===== src/rtl/seq_pattern_gen.sv =====
// Serial bit-pattern transmitter: shifts a captured pattern out MSB-first, repeated N times with optional idle gaps.
// Optional even-parity bit after each repetition when SEQ_PATTERN_GEN_PARITY_EN is defined.
module seq_pattern_gen #(
  parameter int unsigned      PAT_W       = 4,
  parameter int unsigned      REP_W       = 4,
  parameter int unsigned      GAP_CYC     = 0,
  parameter logic [PAT_W-1:0] DEF_PATTERN = PAT_W'(4'b1011)
) (
  input  logic             clock,
  input  logic             reset,
  input  logic             start,
  input  logic             abort,
  input  logic [PAT_W-1:0] pattern_in,
  input  logic [REP_W-1:0] repeat_count,
  output logic             sequence_out,
  output logic             bit_valid,
  output logic             busy,
  output logic             done
);

  localparam int unsigned BIT_W = (PAT_W > 1) ? $clog2(PAT_W) : 1;
  localparam int unsigned GAP_W = 4;

  localparam logic [2:0] S_IDLE  = 3'd0;
  localparam logic [2:0] S_SHIFT = 3'd1;
  localparam logic [2:0] S_GAP   = 3'd2;
  localparam logic [2:0] S_DONE  = 3'd3;
`ifdef SEQ_PATTERN_GEN_PARITY_EN
  localparam logic [2:0] S_PAR   = 3'd4;
`endif

  logic [2:0]       state, state_n;
  logic [PAT_W-1:0] shreg, shreg_n;
  logic [PAT_W-1:0] pat, pat_n;
  logic [PAT_W-1:0] pat_sel;
  logic [BIT_W-1:0] bit_cnt, bit_cnt_n;
  logic [REP_W-1:0] rep_cnt, rep_cnt_n;
  logic [GAP_W-1:0] gap_cnt, gap_cnt_n;
  logic             rep_end, last_rep;
  logic             seq_n, valid_n, busy_n, done_n;

  // State and datapath registers
  always_ff @(posedge clock or negedge reset) begin
    if (!reset) begin
      state   <= S_IDLE;
      shreg   <= '0;
      pat     <= '0;
      bit_cnt <= '0;
      rep_cnt <= '0;
      gap_cnt <= '0;
    end else begin
      state   <= state_n;
      shreg   <= shreg_n;
      pat     <= pat_n;
      bit_cnt <= bit_cnt_n;
      rep_cnt <= rep_cnt_n;
      gap_cnt <= gap_cnt_n;
    end
  end

  // Next-state, datapath and next-output logic
  always_comb begin
    state_n   = state;
    shreg_n   = shreg;
    pat_n     = pat;
    bit_cnt_n = bit_cnt;
    rep_cnt_n = rep_cnt;
    gap_cnt_n = gap_cnt;
    rep_end   = 1'b0;
    last_rep  = 1'b0;
    pat_sel   = (pattern_in == '0) ? DEF_PATTERN : pattern_in;

    if (abort && (state != S_IDLE)) begin
      state_n   = S_IDLE;
      bit_cnt_n = '0;
      rep_cnt_n = '0;
      gap_cnt_n = '0;
    end else begin
      case (state)
        S_IDLE: begin
          if (start && !abort) begin
            pat_n     = pat_sel;
            shreg_n   = pat_sel;
            rep_cnt_n = repeat_count;
            bit_cnt_n = '0;
            state_n   = (repeat_count == '0) ? S_DONE : S_SHIFT;
          end
        end
        S_SHIFT: begin
          if (bit_cnt != BIT_W'(PAT_W - 1)) begin
            bit_cnt_n = bit_cnt + BIT_W'(1);
            shreg_n   = shreg << 1;
          end else begin
            rep_cnt_n = rep_cnt - REP_W'(1);
`ifdef SEQ_PATTERN_GEN_PARITY_EN
            state_n   = S_PAR;
`else
            rep_end   = 1'b1;
            last_rep  = (rep_cnt == REP_W'(1));
`endif
          end
        end
`ifdef SEQ_PATTERN_GEN_PARITY_EN
        S_PAR: begin
          rep_end  = 1'b1;
          last_rep = (rep_cnt == '0);
        end
`endif
        S_GAP: begin
          if (gap_cnt == GAP_W'(GAP_CYC - 1)) begin
            shreg_n   = pat;
            bit_cnt_n = '0;
            state_n   = S_SHIFT;
          end else begin
            gap_cnt_n = gap_cnt + GAP_W'(1);
          end
        end
        S_DONE:  state_n = S_IDLE;
        default: state_n = S_IDLE;
      endcase

      // End of one repetition: finish, idle gap, or seamless reload
      if (rep_end) begin
        bit_cnt_n = '0;
        if (last_rep) begin
          state_n = S_DONE;
        end else if (GAP_CYC != 0) begin
          gap_cnt_n = '0;
          state_n   = S_GAP;
        end else begin
          shreg_n = pat;
          state_n = S_SHIFT;
        end
      end
    end

    seq_n   = 1'b0;
    valid_n = 1'b0;
    if (state_n == S_SHIFT) begin
      seq_n   = shreg_n[PAT_W-1];
      valid_n = 1'b1;
    end
`ifdef SEQ_PATTERN_GEN_PARITY_EN
    if (state_n == S_PAR) begin
      seq_n   = ^pat_n;
      valid_n = 1'b1;
    end
`endif
    busy_n = (state_n != S_IDLE);
    done_n = (state_n == S_DONE);
  end

  // Registered outputs
  always_ff @(posedge clock or negedge reset) begin
    if (!reset) begin
      sequence_out <= 1'b0;
      bit_valid    <= 1'b0;
      busy         <= 1'b0;
      done         <= 1'b0;
    end else begin
      sequence_out <= seq_n;
      bit_valid    <= valid_n;
      busy         <= busy_n;
      done         <= done_n;
    end
  end

endmodule


===== config.mk =====
export PLATFORM = sky130hd
export DESIGN_NAME = seq_pattern_gen
export DESIGN_NICKNAME = d
export VERILOG_FILES = /design/src/rtl/seq_pattern_gen.sv
export SDC_FILE = /design/constraint.sdc
export NUM_CORES = 1
export LEC_CHECK = 0
export ABC_AREA = 1
export BUFFER_PORTS_ARGS = -buffer_cell sky130_fd_sc_hd__buf_2
export CAP_MARGIN = 30
export CORE_MARGIN = 4
export CORE_UTILIZATION = 25
export CTS_CLUSTER_SIZE = 14
export DETAILED_ROUTE_END_ITERATION = 7
export PLACE_DENSITY_LB_ADDON = 0.12
export REMOVE_ABC_BUFFERS = 1
export SLEW_MARGIN = 30
export SYNTH_ARGS = -nofsm -noshare
export SYNTH_HDL_FRONTEND = slang
export SYNTH_SLANG_ARGS = --single-unit
export TNS_END_PERCENT = 20

===== constraint.sdc =====
create_clock -name clock -period 1.6 [get_ports clock]
set_clock_uncertainty 0.05 [all_clocks]
set_input_delay 0.32 -clock clock [delete_from_list [all_inputs] [get_ports clock]]
set_output_delay 0.32 -clock clock [all_outputs]
set_load 0.01 [all_outputs]

==> impl_metrics.yaml <==
drt:
  drtIter0Drc: 48
  wl_met2_um: 1475
  drt-total-wl_um: 3246
  wl_met3_um: 94
  drc: 0
  drt-met1-wl_um: 1613
  drtAntennaViolNets: 0
  wl_per_cell_um: 12.34
  via_per_inst: 4.380
  dr.max_layer_used: "met4"
  dr.pass1.iters: 4
  vias: 1152
grt:
  grt_overflow_total: 0
  grt_pass1_vias: 1173
  antenna_found_initial: 0
  groute.usage.overall_pct: 10.18
  grt_pass1_wl_um: 5375
  grt_max_degree: 26
cts:
  clk_pin_slew_ps: 100
  htreeDepth: 1
  clockBufferDepth: 2
  cts_sinks: 25
  tritoncts: "built"
  clk-insertion-delay-late_ps: 270
  ctsHoldBuffers: 0
  cts-root-buf: "clkbuf_8"
  numCtsBuffers: 3
worst_setup_path:
  ff2ff_path_depth: 8
  worst_path_most_repeated_cell: "inv_2"
  cp_slowest_stage_delay_ps: 450
  end_kind: "flop"
  worstPathMaxFanout: 5
  path_cells: "nor2_4 -> nand2_4 -> inv_2 -> nand3_2 -> inv_2 -> nor2_1 -> o21ai_0 -> nand2_1"
  critical_path_depth: 8
  critPathLaunch: "state[2]"
  startpoint_type: "flop"
  critPathSlowestCell: "dfrtp_1"
  crit_buf_inv: 2
  reg2reg_from: "state[2]"
  worstPathArrival_ps: 1620
  cp_data_required_time_ps: 1710
  cpLargestDelayFamily: "simple AND/OR/NAND/NOR gates"
  worst-setup-path-type: "flop to flop"
pwr:
  p_sw_uw: 435.2
  ir_worst_vdd_uv: 294.7
  power_frac_clock_pct: 27.6
  cellLeakagePower_nw: 0.8579
  totalPowerFinal_mw: 1.428
  pwr-share-seq_pct: 51.5
  power.density_mw_per_mm2: 832.0
  combPwrFrac_pct: 20.9
  p_sw_share_pct: 30.47
  p_int_uw: 993.1
placed_design:
  place.gp.congestion: 0.7638
  pre_cts_ws_ps: 16.65
  place.port_buffers: 15
  hpwl_um: 2473
timing:
  layout_worst_path_cycle_share_pct: 94.33
  max_slew.worst_pin.slew_ps: 582.2
  max_clock_freq_mhz: 662.6
  final-hold-violation-count: 25
  grt_setup_unrepaired: "no"
  timing.setup.tns_ps: 0
  relSlewSlack_pct: 61.19
  setup_slack_ps: 90.71
  setup_viol: 0
  period_needed_ps: 1509
  slew_viol_final: 0
  hold_slack_ps: -13.33
logic_synthesis:
  synthCells: 165
  synthSimpleGateAreaFrac_pct: 29.53
  ys_seq_area_share_pct: 44.88
  yosysUniqueCellTypes: 29
  synthAdderAreaFrac_pct: 3.591
  synth_xor_area_share_pct: 1.257
  synth-seq-cells: 25
  synth_area_per_cell_um2: 8.447
  synthMuxAreaShare_pct: 0
  synth_area_mm2: 0.001394
  synth_compound_area_share_pct: 13.91
  ys_warn_count: 0
  synth_top_family_by_area: "simple AND/OR/NAND/NOR gates"
cells_and_area:
  final_util_pct: 32.57
  drive_gt1_share_pct: 31.09
  final_common_cell: "nand2_1"
  layout_common_cells: "nand2_1, dfrtp_1, inv_1, buf_2, nor2_1"
  syn2layout_area_growth_pct: 23.16
  diodes: 0
  fin_nets: 210
floorplan:
  row_count: 26
  start_util_pct: 26.45
  die_w_um: 82.67
  ioPinCount: 16
  coreArea_mm2: 0.005270
  die_area_mm2: 0.006834
  die_h_um: 82.67
status:
  outcome: "finished, violations left"
  violations: "negative hold slack"
hold_path:
  hold_path_class: "input port to asynchronous set/reset pin"
job:
  drv_cap: 0
registers in the layout, indices dropped and copies added, names as in the netlist:
register and count:
sequence_out 1, state 3, rep_cnt 4, pat 4, bit_valid 1, busy 1, bit_cnt 2, shreg 4
gap_cnt 4, done 1
metal layers:
metal	vias up	GRT usage, %
met5	-	0
met2	19	16.43
met3	6	1.735
met4	0	3.758
met1	537	13.61
li1	590	-
cell families after synthesis:
family / count (synthesis)
simple gates: 77
compound gates: 33
flops: 25
buf+inv: 23
fa+ha+maj: 4
xor+xnor: 2
other cells: 1
metrics by stage:
| stage | cells | cell area [µm²] | hold WS (ps) |
|---|---|---|---|
| global route | 263 | 1717 | 28.14 |
| CTS | 258 | 1648 | 9.046 |
| detailed placement | 254 | 1587 | 311.1 |
| global placement | 254 | 1587 | 307.5 |
| finish | 263 | 1717 | -13.33 |
| floorplan | 165 | 1394 | -25.59 |
timing repair:
| action | 4_1_cts | 5_1_grt |
|---|---|---|
| resized for setup | 2 | 9 |
| setup endpoints to repair | 1 | 15 |
| setup buffers | 0 | 5 |
| pin swaps | 0 | 3 |
| cloned | 0 | 0 |
synthesized netlist by cell type:
cell | n | area, µm²
a22o_1 | 1 | 8.760
nand2_1 | 32 | 120.1
nand3_1 | 8 | 40.04
nor2_1 | 16 | 60.06
inv_2 | 6 | 22.52
o21ai_0 | 14 | 70.07
a22oi_1 | 1 | 7.510
inv_4 | 2 | 12.51
nor2_8 | 2 | 40.04
o21ai_1 | 4 | 20.02
o21ai_2 | 1 | 8.760
inv_1 | 15 | 56.30
nor2_4 | 2 | 22.52
nand2_4 | 3 | 33.78
a21oi_2 | 1 | 8.760
nor3_1 | 3 | 15.01
o21a_1 | 1 | 7.510
o31ai_1 | 2 | 15.01
conb_1 | 1 | 3.750
dfrtp_1 | 25 | 625.6
nand4_1 | 1 | 6.260
a21oi_1 | 3 | 15.01
nand3_2 | 3 | 30.03
o22ai_1 | 4 | 25.02
nor2_2 | 3 | 18.77
nand2_2 | 4 | 25.02
xnor2_1 | 2 | 17.52
ha_1 | 4 | 50.05
o21bai_1 | 1 | 7.510
power by group through the flow:
stage          logic (mW)  registers [mW]  clock network [mW]
2_1_floorplan       0.187           0.740                   0
3_3_place_gp        0.276           0.746                   0
3_5_place_dp        0.278           0.747                   0
4_1_cts             0.281           0.734               0.409
5_1_grt             0.339           0.745               0.429
6_report            0.298           0.736               0.394
final timing paths:
| kind | end | slack, ps |
|---|---|---|
| max in group asynchronous | state[0] | 1100 |
| min in group clock | bit_cnt[0] | 280 |
| worst min register to register | bit_cnt[0] | 440 |
| worst max-delay path | shreg[0] | 90 |
| worst max register to register | shreg[0] | 90 |
| worst min-delay path | rep_cnt[2] | -10 |
area by class of cell:
class | count | area, µm²
clock inverters | 1 | 7.507
well taps | 70 | 87.58
multi-input cells | 117 | 719.4
inverters | 23 | 91.34
flip-flops and latches | 25 | 626.9
fillers | 577 | 3553
clock buffers | 3 | 41.29
repair buffers | 24 | 142.6
worst reg2reg max path, stage by stage, from the launching register on:
cell     delay (ps)
dfrtp_1         450
nor2_4          210
nand2_4         100
inv_2            90
nand3_2         100
inv_2           100
nor2_1           70
o21ai_0         170
nand2_1          80
No activity file was read; power rests on OpenSTA's default activity.
